[config.mk]
export PLATFORM = sky130hd
export DESIGN_NAME = flow_ctrl_fsm
export DESIGN_NICKNAME = d
export VERILOG_FILES = /design/src/rtl/fsm_pkg.sv /design/src/rtl/prio_enc.sv /design/src/rtl/flow_ctrl_fsm.sv
export SDC_FILE = /design/constraint.sdc
export NUM_CORES = 1
export LEC_CHECK = 0
export CORE_ASPECT_RATIO = 0.7
export CORE_MARGIN = 2
export CORE_UTILIZATION = 41
export CTS_CLUSTER_SIZE = 28
export DETAILED_ROUTE_END_ITERATION = 7
export MAX_ROUTING_LAYER = met4
export PLACE_DENSITY = 0.79
export SLEW_MARGIN = 20
export SYNTH_ARGS = -nofsm -noshare
export SYNTH_HDL_FRONTEND = slang
export SYNTH_SLANG_ARGS = --single-unit
[constraint.sdc]
create_clock -name clk -period 1.85 [get_ports clk]
set_input_delay 0.37 -clock clk [delete_from_list [all_inputs] [get_ports clk]]
set_output_delay 0.37 -clock clk [all_outputs]
set_load 0.005 [all_outputs]
[src/rtl/fsm_pkg.sv]
// Shared state encodings for the FIFO flow-control sequencer.
package fsm_pkg;

   typedef enum logic [2:0] {
      ST_RESET  = 3'd0,
      ST_INIT   = 3'd1,
      ST_IDLE   = 3'd2,
      ST_ACTIVE = 3'd3,
      ST_ERROR  = 3'd4
   } state_t;

endpackage

[src/rtl/prio_enc.sv]
// Lowest-set-index encoder; returns 0 when no request bit is set.
module prio_enc #(
   parameter int N  = 5,
   parameter int IW = $clog2(N)
) (
   input  logic [N-1:0]  req,
   output logic [IW-1:0] idx
);

   always_comb begin
      idx = '0;
      // Scan downward so the lowest set bit is the last (winning) write.
      for (int i = N - 1; i >= 0; i--) begin
         if (req[i]) idx = IW'(i);
      end
   end

endmodule

[src/rtl/flow_ctrl_fsm.sv]
// Flow-control sequencer: threshold load, idle/active tracking over a FIFO bank,
// and sticky error capture with explicit clear.
//
// state  | meaning
// RESET  | post-reset, unconditionally moves to INIT
// INIT   | thresholds reloaded every cycle, leaves when init drops
// IDLE   | all FIFOs empty
// ACTIVE | at least one FIFO recently non-empty
// ERROR  | FIFO error captured, waits for err_clr with errors gone
module flow_ctrl_fsm #(
   parameter int NUM_FIFOS = 5,
   parameter int TH_W      = 8,
   parameter int IDLE_HOLD = 2
) (
   input  logic                         clk,
   input  logic                         reset,
   input  logic                         init,
   input  logic                         err_clr,
   input  logic [TH_W-1:0]              UMF,
   input  logic [TH_W-1:0]              UVC,
   input  logic [TH_W-1:0]              UD,
   input  logic [NUM_FIFOS-1:0]         FIFO_ERROR,
   input  logic [NUM_FIFOS-1:0]         FIFO_EMPTY,
   output logic [TH_W-1:0]              UMF_OUT,
   output logic [TH_W-1:0]              UVC_OUT,
   output logic [TH_W-1:0]              UD_OUT,
   output logic                         error_out,
   output logic                         active_out,
   output logic                         idle_out,
   output logic [$clog2(NUM_FIFOS)-1:0] error_id,
   output logic [NUM_FIFOS-1:0]         error_mask,
   output logic [2:0]                   state_out
);
   import fsm_pkg::*;

   localparam int IW = $clog2(NUM_FIFOS);
   localparam int CW = $clog2(IDLE_HOLD + 1);
   localparam logic [CW-1:0] HOLD_TC = CW'(IDLE_HOLD);

   state_t          state;
   state_t          state_nxt;
   logic [CW-1:0]   hold_cnt;
   logic [CW-1:0]   hold_inc;
   logic            hold_done;
   logic            any_err;
   logic            all_empty;
   logic [IW-1:0]   low_idx;
   logic            idle_nxt;
   logic            active_nxt;
   logic            error_nxt;

   assign any_err   = |FIFO_ERROR;
   assign all_empty = &FIFO_EMPTY;
   assign hold_inc  = (hold_cnt == HOLD_TC) ? hold_cnt : hold_cnt + CW'(1);
   assign hold_done = (hold_inc == HOLD_TC);
   assign state_out = state;

   prio_enc #(.N(NUM_FIFOS), .IW(IW)) u_prio_enc (
      .req (FIFO_ERROR),
      .idx (low_idx)
   );

   always_ff @(posedge clk or negedge reset) begin
      if (!reset) begin
         state      <= ST_RESET;
         idle_out   <= 1'b0;
         active_out <= 1'b0;
         error_out  <= 1'b0;
         hold_cnt   <= '0;
         UMF_OUT    <= '0;
         UVC_OUT    <= '0;
         UD_OUT     <= '0;
         error_id   <= '0;
         error_mask <= '0;
      end else begin
         state      <= state_nxt;
         idle_out   <= idle_nxt;
         active_out <= active_nxt;
         error_out  <= error_nxt;
         if (state_nxt != state || !all_empty) begin
            hold_cnt <= '0;
         end else if (state == ST_ACTIVE) begin
            hold_cnt <= hold_inc;
         end
         if (state == ST_INIT) begin
            UMF_OUT <= UMF;
            UVC_OUT <= UVC;
            UD_OUT  <= UD;
         end
         // Snapshot only on entry so a later partial clear cannot overwrite it.
         if (state_nxt == ST_ERROR && state != ST_ERROR) begin
            error_mask <= FIFO_ERROR;
            error_id   <= low_idx;
         end
      end
   end

   always_comb begin
      state_nxt = state;
      case (state)
         ST_RESET:  state_nxt = ST_INIT;
         ST_INIT: begin
            if (any_err)    state_nxt = ST_ERROR;
            else if (!init) state_nxt = ST_IDLE;
         end
         ST_IDLE: begin
            if (any_err)         state_nxt = ST_ERROR;
            else if (init)       state_nxt = ST_INIT;
            else if (!all_empty) state_nxt = ST_ACTIVE;
         end
         ST_ACTIVE: begin
            if (any_err)                     state_nxt = ST_ERROR;
            else if (init)                   state_nxt = ST_INIT;
            else if (all_empty && hold_done) state_nxt = ST_IDLE;
         end
         ST_ERROR: begin
            if (err_clr && !any_err) state_nxt = ST_INIT;
         end
         default:   state_nxt = ST_RESET;
      endcase
   end

   always_comb begin
      idle_nxt   = (state_nxt == ST_IDLE);
      active_nxt = (state_nxt == ST_ACTIVE);
      error_nxt  = (state_nxt == ST_ERROR);
   end

endmodule

# ---- Word level (Yosys, flattened, before mapping)
# Index checks and enable logic that the tools add are counted.
dict set report word_totals {
  ff_bits 40
  inputBits 38
}
dict set report classes {
  reduce_logical 10
  addsub 1
  eq_ne 11
  n_mux 18
}
# cell count
set ops {}
lappend ops {{$mux 3} 14}
lappend ops {{$pmux 3 s5} 1}
lappend ops {{$eq 3x2->1 const B} 4}
lappend ops {{$eq 3x3->1 const B} 2}
lappend ops {{$mux 2} 3}
lappend ops {{$reduce_and 5->1} 1}
lappend ops {{$reduce_or 5->1} 1}
lappend ops {{$eq 2x2->1 const B} 2}
lappend ops {{$eq 3x1->1 const B} 1}
lappend ops {{$logic_and 1x1->1} 3}
lappend ops {{$logic_not 3->1} 1}
lappend ops {{$ne 3x3->1} 1}
lappend ops {{$ne 3x3->1 const B} 1}
lappend ops {{$add 2x1->2 const B} 1}
lappend ops {{$logic_not 1->1} 2}
lappend ops {{$reduce_bool 2->1} 1}
lappend ops {{$logic_or 1x1->1} 1}

# ---- Depth between registers and ports, before layout
dict set report depth {
  ltp_word 11
  ltp_mapped 7
  ltp_nobuf 6
}

# ---- Modules after synthesis
# From an unflattened synthesis, not the netlist that was laid out.
dict set report hier_totals {
  cells_unflattened 127
  hier_area_um2 1700.4
}
# module instances cells_each area_per_inst_um2
set modules_own_cells {}
lappend modules_own_cells {flow_ctrl_fsm 1 120 1666.6}
lappend modules_own_cells {prio_enc 1 7 33.8}

# ---- Worst setup path after synthesis
# No wires, ideal clock.
dict set report synth_timing {
  kind {input -> register}
  from {input port FIFO_ERROR[2]}
  to {register error_mask[0]}
  setup_slack_ns 0.079
  stages 5
  t_arrival_ns 1.647
  setup_time_ns 0.125
  path_buffers 1
  cell_sequence {or4_4 -> nor2_4 -> or3_1 -> buf_6 -> mux2_2}
}
dict set report synth_via {
  elab_chain_len 7
  elab_cells_between_ends 10
  classes_between {eq/ne: 1; mux: 5; reduce/logical: 4}
}
# item line
set synth_lines {}
lappend synth_lines {{start, declared} flow_ctrl_fsm.sv:22} ;# input logic [NUM_FIFOS-1:0] FIFO_ERROR,
lappend synth_lines {{$reduce_or 5->1 (*)} flow_ctrl_fsm.sv:52} ;# assign any_err = |FIFO_ERROR;
lappend synth_lines {{$logic_not 1->1} flow_ctrl_fsm.sv:117} ;# if (err_clr && !any_err) state_nxt = ST_INIT;
lappend synth_lines {{$logic_and 1x1->1} flow_ctrl_fsm.sv:117}
lappend synth_lines {{$mux 3} flow_ctrl_fsm.sv:117}
lappend synth_lines {{$pmux 3 s5 (*)} flow_ctrl_fsm.sv:100} ;# case (state)
lappend synth_lines {{$eq 3x3->1 (*)} flow_ctrl_fsm.sv:91} ;# if (state_nxt == ST_ERROR && state != ST_ERROR) begin
lappend synth_lines {{$logic_and 1x1->1 (*)} flow_ctrl_fsm.sv:91}
lappend synth_lines {{end signal, assigned} flow_ctrl_fsm.sv:74} ;# error_mask <= '0;
lappend synth_lines {{end signal, assigned} flow_ctrl_fsm.sv:92} ;# error_mask <= FIFO_ERROR;
lappend synth_lines {{end, declared} flow_ctrl_fsm.sv:31} ;# output logic [NUM_FIFOS-1:0] error_mask,
# Every way passes the cells marked *; elsewhere a longest branch is shown, timed or not.
# A chain may end at the register's enable or synchronous reset.

# ---- Worst setup path in the final report
dict set report layout_timing {
  from {input port FIFO_ERROR[3]}
  to {register hold_cnt[1]}
}
dict set report layout_via {
  elab_chain_len 8
  elab_cells_between_ends 12
  classes_between {eq/ne: 1; mux: 6; reduce/logical: 5}
}
# item line
set layout_lines {}
lappend layout_lines {{$reduce_or 5->1 (*)} flow_ctrl_fsm.sv:52}
lappend layout_lines {{$logic_not 1->1} flow_ctrl_fsm.sv:117}
lappend layout_lines {{$logic_and 1x1->1} flow_ctrl_fsm.sv:117}
lappend layout_lines {{$mux 3} flow_ctrl_fsm.sv:117}
lappend layout_lines {{$pmux 3 s5 (*)} flow_ctrl_fsm.sv:100}
lappend layout_lines {{$ne 3x3->1 (*)} flow_ctrl_fsm.sv:80} ;# if (state_nxt != state || !all_empty) begin
lappend layout_lines {{$logic_or 1x1->1 (*)} flow_ctrl_fsm.sv:80}
lappend layout_lines {{$mux 2 / $reduce_bool 2->1 (equally long branches)} -}
lappend layout_lines {{end signal, assigned} flow_ctrl_fsm.sv:83} ;# hold_cnt <= hold_inc;
lappend layout_lines {{end, declared} flow_ctrl_fsm.sv:42} ;# logic [CW-1:0] hold_cnt;
# Marked as above.

==> summary.md <==
| Metric | Value |
|---|---|
| Slew headroom | `66.95%` |
| Gate power share | `47.3%` |
| Post-synthesis simple-gate area fraction | `9.846%` |
| Seq pwr share | `38.7%` |
| Clock power share | `14.0%` |
| Drt pass-1 iters | `4` |
| Synth Area in Adders | `0.7348%` |
| Layout cell share with drive strength beyond 1 | `26.58%` |
| FF-to-FF End | `hold_cnt[1]$_DFFE_PN0P_` |
| Final RePlAce weighted congestion | `0.8453` |
| Finished Core Util | `68.04%` |
| Final Max Slew Viols | `0` |
| Synth Register Bits | `40` |
| Main combinational cell family by area after synthesis | `multiplexers` |
| Internal Power | `0.002715 W` |
| Clock latency on the worst-skew pair | `0.28 ns` |
| Nets | `261` |
| Final Cell Area | `2685 sq um` |
| Die W | `81.03 um` |
| Count leader, synth | `dfrtp_1` |
| FF-to-FF Start | `state_out[1]$_DFF_PN0_` |
| Max VDD drop | `0.7929 mV` |
| First-pass GRT wire length | `6141 um` |
| Seq/Total Area, Yosys | `58.78%` |
| Largest net degree at the start of global routing | `41` |
| Worst-margin pin slew | `0.4957 ns` |
| Post-synthesis cell area | `1703 sq um` |
| Tot GR Track Use | `17.89%` |
| Layout Skew | `0.004208 ns` |
| Filler cells | `295` |
| Buffers added on ports | `75` |
| Tcrit/Tclk final | `96.90%` |
| Remaining DRCs | `0` |
| CTS Hold Bufs | `0` |
| DP HPWL | `2976 um` |
| Min Tclk post-route | `1.793 ns` |
| Die Area | `4693 sq um` |
| Synth unique cells | `30` |
| Routed length per instance | `13.95 um` |
| Outcome | `finished, final reports clean` |
| Syn Area/Cell | `13.00 sq um` |
| Vias in the first global route | `1348` |
| CTS Buf Count | `5` |
| Routed WL | `3821 um` |
| Global route overflow | `0` |
| Synth Area in Compound Gates | `6.613%` |
| Crit Path Class | `in -> reg` |
| Core box area | `3946 sq um` |
| PD cells | `1415 nW/um^2` |
| Largest area contributor in the netlist | `dfrtp_1` |
| Crit path max fanout | `5` |
| RSZ-0062 raised after global routing | `no` |
| Number of flops mapped to enable cells by yosys | `0` |
| YS warnings | `0` |
| Vias per inst | `4.920` |
| Syn Nets | `170` |
| Dpl ws | `-0.4150 ns` |
| Setup crit start | `FIFO_ERROR[3]` |
| Top cell type's share of synthesized area | `58.78%` |
| Via Count | `1348` |
| Synth-to-Final Area Change | `57.68%` |
| CP Data Arrival Time | `1.99 ns` |
| H-tree depth | `2` |
| Final setup margin | `0.05734 ns` |
| Ports | `76` |
| Crit start category | `input pin` |
| DRT iter0 DRCs | `10` |
| Initial core utilization | `43.15%` |
| Final Hold Vio Count | `0` |
| Prevailing post-synth register cell | `dfrtp_1` |
| Post-DRT Antenna Nets | `0` |
| NetSw | `0.001084 W` |
| Placed Area | `2591 sq um` |
| Syn Inst Count | `131` |
| Sink Count | `40` |
| Final setup viols | `0` |
| CTS tree | `built` |
| Switching Share | `28.54%` |
| Die height | `57.92 um` |
| Post-synth top cells | `dfrtp_1, mux2_2, nand2_1` |
| Max Fclk | `0.5578 GHz` |
| Worst reg2reg setup slack | `0.23 ns` |
| Post-synth ARST share | `100.0%` |
| Worst-path clk slew | `0.07 ns` |
| R2R depth | `4` |
| Xor/xnor share of the synthesized area | `0%` |
| CTS root buffer | `clkbuf_8` |
| Setup crit end kind | `flop` |
| Initial antenna violation count | `0` |
| Worst EP required | `2.05 ns` |
| Synth area leaders | `dfrtp_1, mux2_2, mux2i_1, nand2_1, o21ai_0` |
| Core Rows | `19` |
| Diode count | `0` |
| Leakage | `1.163 nW` |
| Mux cell area share after synthesis | `20.21%` |
| Maximum clock path buffer count | `2` |
| Max-cap violations | `0` |
| Hold Crit Class | `in -> async` |
-- cells in the final DEF, fill, tap and decap left out, types with 2 or more instances in the layout --
| cell type | n |
|---|---|
| nor2_1 | 5 |
| a21oi_1 | 2 |
| nand2_1 | 9 |
| o31ai_1 | 2 |
| and3_1 | 2 |
| mux2i_1 | 4 |
| clkdlybuf4s50_1 | 70 |
| dlygate4sd2_1 | 4 |
| clkbuf_8 | 5 |
| dfrtp_1 | 40 |
| o21ai_0 | 6 |
| nor3_1 | 3 |
| inv_1 | 6 |
| mux2_2 | 27 |
| buf_4 | 14 |
-- metal layers --
metal	wire length (um)	vias up	share of wire, %	track usage [%]
met5	0	-	0	-
met4	21	0	0.55	6.053
met3	313	3	8.2	5.140
met2	1854	49	49	29.04
met1	1631	653	43	21.60
li1	-	643	-	-
-- repair_timing --
| item | CTS | global route |
|---|---|---|
| endpoints found under the setup margin | 12 | 0 |
| setup buffers | 1 | 0 |
| resized for setup | 6 | 0 |
-- power by group through the flow --
stage          registers [W]  logic, W  clock network, W
6_report             0.00147   0.00180          0.000532
5_1_grt              0.00153   0.00194          0.000592
4_1_cts              0.00148   0.00182          0.000548
3_5_place_dp         0.00149   0.00180                 0
3_3_place_gp         0.00147   0.00175                 0
2_1_floorplan        0.00151  0.000741                 0
-- through the flow --
stage | setup TNS [ns] | hold slack, ns | instances | total power, W
floorplan | 0 | 0.07441 | 131 | 0.002248
global placement | -3.754 | 0.4399 | 266 | 0.003219
detailed placement | -4.892 | 0.4548 | 266 | 0.003294
CTS | 0 | 0.1455 | 274 | 0.003844
global route | 0 | 0.1712 | 274 | 0.004056
finish | 0 | 0.1278 | 274 | 0.003799
-- logic make-up (layout without fill, tap and decap cells) --
family,count (synthesis),in the layout
DFF,40,40
muxes,31,31
and+or+nand+nor,30,30
AOI/OAI and AO/OA,17,17
buffers and inverters,12,103
adders and majority gates,1,1
-- worst max-delay path: stages --
cell	delay, ns
dlygate4sd2_1	0.26
or4_4	0.57
nor2_4	0.16
buf_12	0.12
a21oi_2	0.05
a211o_1	0.31
nor3_1	0.17
-- worst max-delay path by stage --
| stage | to | slack, ns | depth (start not counted) |
|---|---|---|---|
| 2_1_floorplan | error_mask[0]$_DFFE_PN0P_ | 0.08 | 5 |
| 3_3_place_gp | error_mask[0]$_DFFE_PN0P_ | -0.33 | 5 |
| 3_5_place_dp | error_mask[1]$_DFFE_PN0P_ | -0.41 | 5 |
| 4_1_cts | hold_cnt[0]$_DFFE_PN0P_ | 0.08 | 7 |
| 5_1_grt | hold_cnt[1]$_DFFE_PN0P_ | 0.02 | 7 |
| 6_report | hold_cnt[1]$_DFFE_PN0P_ | 0.06 | 7 |
-- state kept, by name, indices dropped and copies added (netlist names) --
name and flops:
UD_OUT 8, UMF_OUT 8, UVC_OUT 8, active_out 1, error_id 3, error_mask 5, error_out 1, hold_cnt 2
idle_out 1, state_out 3
-- final cells by class --
cell class / count / area (sq um) / share of cell area, %
clock buffer: 5 / 68.82 / 2.563
clock inverter: 2 / 12.51 / 0.4660
inverter: 6 / 22.52 / 0.8388
multi-input combinational: 79 / 649.4 / 24.18
sequential: 40 / 1001 / 37.28
tap: 52 / 65.06 / 2.423
timing repair buffer: 90 / 865.8 / 32.25
(Power assumes the default switching activity.)
